**config.mk**
```make
export PLATFORM = sky130hd
export DESIGN_NAME = instr_fetch_unit
export DESIGN_NICKNAME = d
export VERILOG_FILES = /design/src/rtl/instr_fetch_unit.sv
export SDC_FILE = /design/constraint.sdc
export NUM_CORES = 1
export LEC_CHECK = 0
export BUFFER_PORTS_ARGS = -buffer_cell sky130_fd_sc_hd__buf_2
export CAP_MARGIN = 20
export CELL_PAD_IN_SITES_DETAIL_PLACEMENT = 1
export CELL_PAD_IN_SITES_GLOBAL_PLACEMENT = 2
export CORE_UTILIZATION = 36
export CTS_BUF_LIST = sky130_fd_sc_hd__clkbuf_16
export DETAILED_ROUTE_END_ITERATION = 8
export PLACE_DENSITY_LB_ADDON = 0.3
export SYNTH_ARGS = -nofsm -noshare
export SYNTH_HDL_FRONTEND = slang
export SYNTH_SLANG_ARGS = --single-unit
```
**constraint.sdc**
```tcl
create_clock -name clk -period 4.3 [get_ports clk]
set_clock_uncertainty 0.05 [all_clocks]
set_input_delay 0.43 -clock clk [delete_from_list [all_inputs] [get_ports clk]]
set_output_delay 0.43 -clock clk [all_outputs]
set_load 0.03 [all_outputs]
```
**src/rtl/instr_fetch_unit.sv**
```systemverilog
// Instruction fetch unit: issues word fetches, holds the fetched instruction for
// decode, and restarts fetch on redirect without aborting an in-flight request.
module instr_fetch_unit #(
    parameter logic [31:0] RESET_PC = 32'h0000_0000
) (
    input  logic        clk,
    input  logic        rst_n,
    output logic        imem_req,
    output logic [31:0] imem_addr,
    input  logic        imem_ack,
    input  logic [31:0] imem_rdata,
    output logic [31:0] instr,
    output logic [6:0]  opcode,
    output logic        instr_valid,
    output logic [31:0] pc_out,
    input  logic        stall,
    input  logic        redirect,
    input  logic [31:0] redirect_pc
);

    typedef enum logic [1:0] {
        FETCH = 2'd0,
        HOLD  = 2'd1,
        DRAIN = 2'd2
    } state_t;

    localparam logic [31:0] NOP = 32'h0000_0013;

    state_t      state_q, state_d;
    logic [31:0] pc_q, pc_d;
    logic [31:0] addr_q, addr_d;
    logic        req_q, req_d;
    logic [31:0] instr_q, instr_d;
    logic [31:0] pc_out_q, pc_out_d;
    logic        valid_q, valid_d;

    logic [31:0] target;
    logic [31:0] pc_inc;
    logic [31:0] drain_next;

    assign target     = {redirect_pc[31:2], 2'b00};
    assign pc_inc     = pc_q + 32'd4;
    assign drain_next = redirect ? target : pc_q;

    // An ack only counts while a request is actually outstanding (req_q), so a
    // stray ack in the first cycle after reset is ignored.
    always_comb begin
        state_d  = state_q;
        pc_d     = pc_q;
        addr_d   = addr_q;
        req_d    = req_q;
        instr_d  = instr_q;
        pc_out_d = pc_out_q;
        valid_d  = valid_q;
        case (state_q)
            FETCH: begin
                if (redirect) begin
                    pc_d    = target;
                    valid_d = 1'b0;
                    if (req_q && !imem_ack) begin
                        state_d = DRAIN;
                    end else begin
                        addr_d = target;
                        req_d  = 1'b1;
                    end
                end else if (!req_q) begin
                    req_d = 1'b1;
                end else if (imem_ack) begin
                    instr_d  = imem_rdata;
                    pc_out_d = pc_q;
                    valid_d  = 1'b1;
                    req_d    = 1'b0;
                    state_d  = HOLD;
                end
            end
            HOLD: begin
                if (redirect) begin
                    pc_d    = target;
                    addr_d  = target;
                    valid_d = 1'b0;
                    req_d   = 1'b1;
                    state_d = FETCH;
                end else if (!stall) begin
                    pc_d    = pc_inc;
                    addr_d  = pc_inc;
                    valid_d = 1'b0;
                    req_d   = 1'b1;
                    state_d = FETCH;
                end
            end
            DRAIN: begin
                pc_d = drain_next;
                // Old address stays on the bus until the abandoned fetch completes.
                if (imem_ack) begin
                    addr_d  = drain_next;
                    req_d   = 1'b1;
                    state_d = FETCH;
                end
            end
            default: begin
                state_d = FETCH;
                req_d   = 1'b0;
                valid_d = 1'b0;
            end
        endcase
    end

    always_ff @(posedge clk or negedge rst_n) begin
        if (!rst_n) begin
            state_q  <= FETCH;
            pc_q     <= RESET_PC;
            addr_q   <= RESET_PC;
            req_q    <= 1'b0;
            instr_q  <= NOP;
            pc_out_q <= RESET_PC;
            valid_q  <= 1'b0;
        end else begin
            state_q  <= state_d;
            pc_q     <= pc_d;
            addr_q   <= addr_d;
            req_q    <= req_d;
            instr_q  <= instr_d;
            pc_out_q <= pc_out_d;
            valid_q  <= valid_d;
        end
    end

    assign imem_req    = req_q;
    assign imem_addr   = addr_q;
    assign instr       = instr_q;
    assign opcode      = instr_q[6:0];
    assign instr_valid = valid_q;
    assign pc_out      = pc_out_q;

endmodule

```
==> results summary <==
STA classifies the critical path startpoint as a register. Summed over all nets, the half-perimeter wirelength after detailed placement is around 17 mm. The worst slew margin relative to its limit came out at about 51%.

The routed layout has 7053 vias. The category of the most critical setup path is reg2reg. The final total negative setup slack came out at 0 ps. The highest attainable clock frequency is ~0.34 GHz.

The critical path goes through inv_1, ha_1, nand2b_1, a21oi_2, buf_4, o2111ai_1, o22ai_1. In the routed design, unresolved DRC markers number 0. The final layout contains ~990 nets. The number of enable flip-flop cells after synthesis is 0. The switching part of the total power came out at roughly half.

The largest net degree at the start of global routing came out at 111. The die covers roughly 21000 um^2. The maximum clock path buffer count came out at 2. The clock insertion delay at the later pin of the skew report came out at between 400 and 500 ps. The number of global-route vias before repair was 7299. Leaving out fill and tap cells, the most frequent cells in the layout are 170 x sky130_fd_sc_hd__buf_2, 129 x sky130_fd_sc_hd__dfrtp_1, 70 x sky130_fd_sc_hd__o21ai_0, 70 x sky130_fd_sc_hd__mux2_2, 67 x sky130_fd_sc_hd__nand2_1. Data on the critical path is required at its endpoint by ~4600 ps. The clock transition at the register clock pins on the worst setup and hold paths after CTS is about 60 ps. The site row count is 52. Input and output buffers added on the ports amount to 171. The remaining antenna violation count after routing came out at 0. Setup violations remaining at the end of the flow were counted as 0. The layout overhead on the synthesized area came out at 22.9%. The arrival time of data at the critical path endpoint is 3260 ps.

Post-CTS repair changed the size of 0 cells. The count of buffering cells on the critical path with inverters included is 2. The post-synthesis area per instance is 9.68 um^2. The die boundary width is between 100 and 150 um. The last weighted congestion value of the routability-driven placer is ~0.84. The worst ir drop on vdd came out at 0.319 mV.

Buffers inserted during clock tree synthesis total 17. The final hold violation count is 0. The family of cells with the greatest summed delay on the critical path is compound AO/OA/AOI/OAI gates. TritonCTS built the clock tree. The reported leakage power came out at 4.08 nW. The highest cell delay on the worst timing path is roughly 700 ps.

The clock sink count is between 100 and 150. The first global-routing pass estimated about 41 mm of wire. During synthesis, Yosys emitted a total of 0 warnings.

The worst setup path is captured at a register. The clock period minus final worst setup slack came out at between 2000 and 3000 ps. The flow ran to the end, and the final reports show no timing, DRC or antenna violations.

Wires add up to between 20 and 30 mm. The initial antenna violation count came to 0. The height of the die is 146 um.

The internal power contribution came out at between 4 and 5 mW. The largest fanout on the critical path came out at 24. The tightest hold margin came out at ~180 ps.

roughly 170 I/O pins were placed. Among all flip-flop cells after synthesis, the most frequent one is sky130_fd_sc_hd__dfrtp_1. The min-delay analysis places its worst path in the category in2reg. Summed over all layers, the global routing overflow is 0. Synthesis handed over a netlist of around 770 instances. After synthesis the cells add up to 7430 um^2. The share of total power in combinational logic came out at roughly half. The initial core utilization is roughly 37%. Setup repair after global routing left no endpoint under its margin. The final setup slack of the worst path came out at 1340 ps. The final antenna diode count came out at 0. The analysis attributes to net switching a power of 3.86 mW. Leaving out fill and tap cells, the most frequent cell in the layout is sky130_fd_sc_hd__buf_2.

The number of synthesized register bits came out at ~130. For this block, the initial DRC count from the detailed router was ~380. The cell sitting at the root of the clock tree is a sky130_fd_sc_hd__clkbuf_16. The post-route fraction of the period consumed by the critical path is between 60 and 70%. The sequential element share of the synthesized area is roughly 44%.

The post-synthesis net count came out at between 800 and 900. The placement-stage worst setup slack came out at around 1300 ps. Of the cells placed in the final design, the portion with a size suffix greater than 1 is between 30% and 40%. The number of slew-limit violations in the final report was 0. Yosys mapped the design onto 76 distinct sky130hd cell types.

The clock network power share came out at 18.6%. The post-detailed-route wirelength per cell is 21.5 um. Using the TritonRoute via totals, the vias-per-cell ratio works out to 5.90.

Among all stages on the critical path, the largest delay is contributed by sky130_fd_sc_hd__ha_1. The number of H-tree levels is 4. The pin slew with the least headroom to its limit is 729 ps.

The all-layer global routing usage is 24.7%. The part of the power in registers came out at 30.4%. In this run the power density over the cells is roughly 870 nW/um^2. The proportion of register bits with asynchronous set or reset after synthesis is 100%. The number of iterations in the first detailed-routing pass came out at 5. The placeable core area is about 20000 um^2.

Max-cap violations in this run came to 0.
-- per-stage QoR --
step / instance area (um^2) / util [%] / power (mW) / cells
global placement: 8510 / 42.1 / 6.32 / 1161
detailed placement: 8510 / 42.1 / 6.50 / 1161
finish: 9140 / 45.2 / 7.97 / 1195
floorplan: 7430 / - / 5.12 / 768
CTS: 9100 / 45.0 / 8.01 / 1193
global route: 9140 / 45.2 / 8.44 / 1195
-- sequential cells by signal (all words and copies together) (netlist names) --
signal	flops
pc_q	32
imem_addr	32
pc_out	32
state_q	2
imem_req	1
instr	32
instr_valid	1
-- power by group through the flow --
stage / Clock (mW) / Combinational [mW] / Sequential, mW
floorplan: 0 / 2.06 / 3.06
global route: 1.56 / 4.36 / 2.52
CTS: 1.52 / 4.08 / 2.42
detailed placement: 0 / 4.06 / 2.44
finish: 1.48 / 4.07 / 2.42
global placement: 0 / 3.95 / 2.37
-- synthesized netlist by cell type, types with 3 or more instances --
cell	number	area share, %
sky130_fd_sc_hd__nand2_1	67	3.4
sky130_fd_sc_hd__o221a_2	3	0.45
sky130_fd_sc_hd__o211ai_1	6	0.61
sky130_fd_sc_hd__nand3_1	26	1.8
sky130_fd_sc_hd__and2_1	6	0.51
sky130_fd_sc_hd__and4_1	3	0.35
sky130_fd_sc_hd__a31oi_1	14	1.2
sky130_fd_sc_hd__nor2b_1	10	0.84
sky130_fd_sc_hd__a21o_1	5	0.51
sky130_fd_sc_hd__buf_4	7	0.71
sky130_fd_sc_hd__nand2b_1	7	0.59
sky130_fd_sc_hd__a2bb2oi_1	8	0.94
sky130_fd_sc_hd__a31o_2	3	0.35
sky130_fd_sc_hd__nor3_1	17	1.1
sky130_fd_sc_hd__a22o_1	9	1.1
sky130_fd_sc_hd__clkbuf_2	3	0.20
sky130_fd_sc_hd__a211oi_1	3	0.30
sky130_fd_sc_hd__a211o_1	3	0.35
sky130_fd_sc_hd__dfrtp_1	129	43
sky130_fd_sc_hd__buf_1	8	0.40
sky130_fd_sc_hd__a21oi_1	38	2.6
sky130_fd_sc_hd__dfstp_2	3	1.1
sky130_fd_sc_hd__o31ai_1	4	0.40
sky130_fd_sc_hd__or2_2	3	0.25
sky130_fd_sc_hd__a41oi_1	4	0.47
sky130_fd_sc_hd__nor2_1	36	1.8
sky130_fd_sc_hd__mux2i_1	11	1.5
sky130_fd_sc_hd__o311ai_1	3	0.35
sky130_fd_sc_hd__a22oi_1	6	0.61
sky130_fd_sc_hd__nor4_1	7	0.59
sky130_fd_sc_hd__o21ai_0	71	4.8
sky130_fd_sc_hd__nand4_1	14	1.2
sky130_fd_sc_hd__buf_2	14	0.94
sky130_fd_sc_hd__and3_1	11	0.93
sky130_fd_sc_hd__clkbuf_1	43	2.2
sky130_fd_sc_hd__mux2_2	70	11
sky130_fd_sc_hd__o2bb2ai_1	4	0.47
sky130_fd_sc_hd__o311ai_0	6	0.71
sky130_fd_sc_hd__ha_1	5	0.84
sky130_fd_sc_hd__a311oi_1	5	0.59
sky130_fd_sc_hd__o22ai_1	7	0.59
sky130_fd_sc_hd__a32oi_1	8	0.94
sky130_fd_sc_hd__a221oi_1	5	0.59
sky130_fd_sc_hd__inv_1	14	0.71
-- worst register-to-register path, cell delays in order, from the launching register on --
cell	delay (ps)
sky130_fd_sc_hd__dfrtp_1	440
sky130_fd_sc_hd__inv_1	110
sky130_fd_sc_hd__ha_1	690
sky130_fd_sc_hd__nand2b_1	220
sky130_fd_sc_hd__a21oi_2	540
sky130_fd_sc_hd__buf_4	440
sky130_fd_sc_hd__o2111ai_1	180
sky130_fd_sc_hd__o22ai_1	210
-- logic make-up (layout without fill, tap and decap cells) --
kind of cell | after synthesis | count (layout) | share of synthesized area [%]
compound gates | 236 | 236 | 21.5
simple gates | 221 | 221 | 15.5
flops | 132 | 132 | 44.5
buf+inv | 89 | 246 | 5.13
mux | 82 | 82 | 12.2
fa+ha+maj | 5 | 5 | 0.842
xor+xnor | 3 | 3 | 0.354
-- cell type report --
type	instances	area, um^2
fillers	2365	11100
multi-input cells	547	3750
flip-flops and latches	132	3310
repair buffers	200	1100
clock buffers	17	425
well taps	270	338
clock inverters	15	165
inverters	14	52.6
-- layer usage --
layer / vias up / share of wire (%) / GRT usage [%]
li1: 3158 / - / -
met4: 0 / 2.6 / 10.5
met1: 3567 / 45 / 33.3
met2: 277 / 47 / 39.2
met3: 51 / 5.8 / 4.39
met5: - / 0 / 0
-- final timing paths --
kind | depth (start not counted) | slack, ps | end | start
setup / recovery | 7 | 1340 | imem_addr[30] | state_q[1]
hold / removal | 2 | 180 | instr[20] | imem_rdata[20]
setup reg to reg | 7 | 1340 | imem_addr[30] | state_q[1]
hold reg to reg | 2 | 420 | imem_addr[1] | imem_addr[1]
max in group asynchronous | 3 | 2970 | pc_q[23] | rst_n
min in group asynchronous | 2 | 470 | instr[28] | rst_n
-- repair_timing --
action | 4_1_cts | 5_1_grt
hold endpoints to repair | 0 | 46
setup buffers | 0 | 0
hold buffers | 0 | 1
No activity file was read; power rests on OpenSTA's default activity.
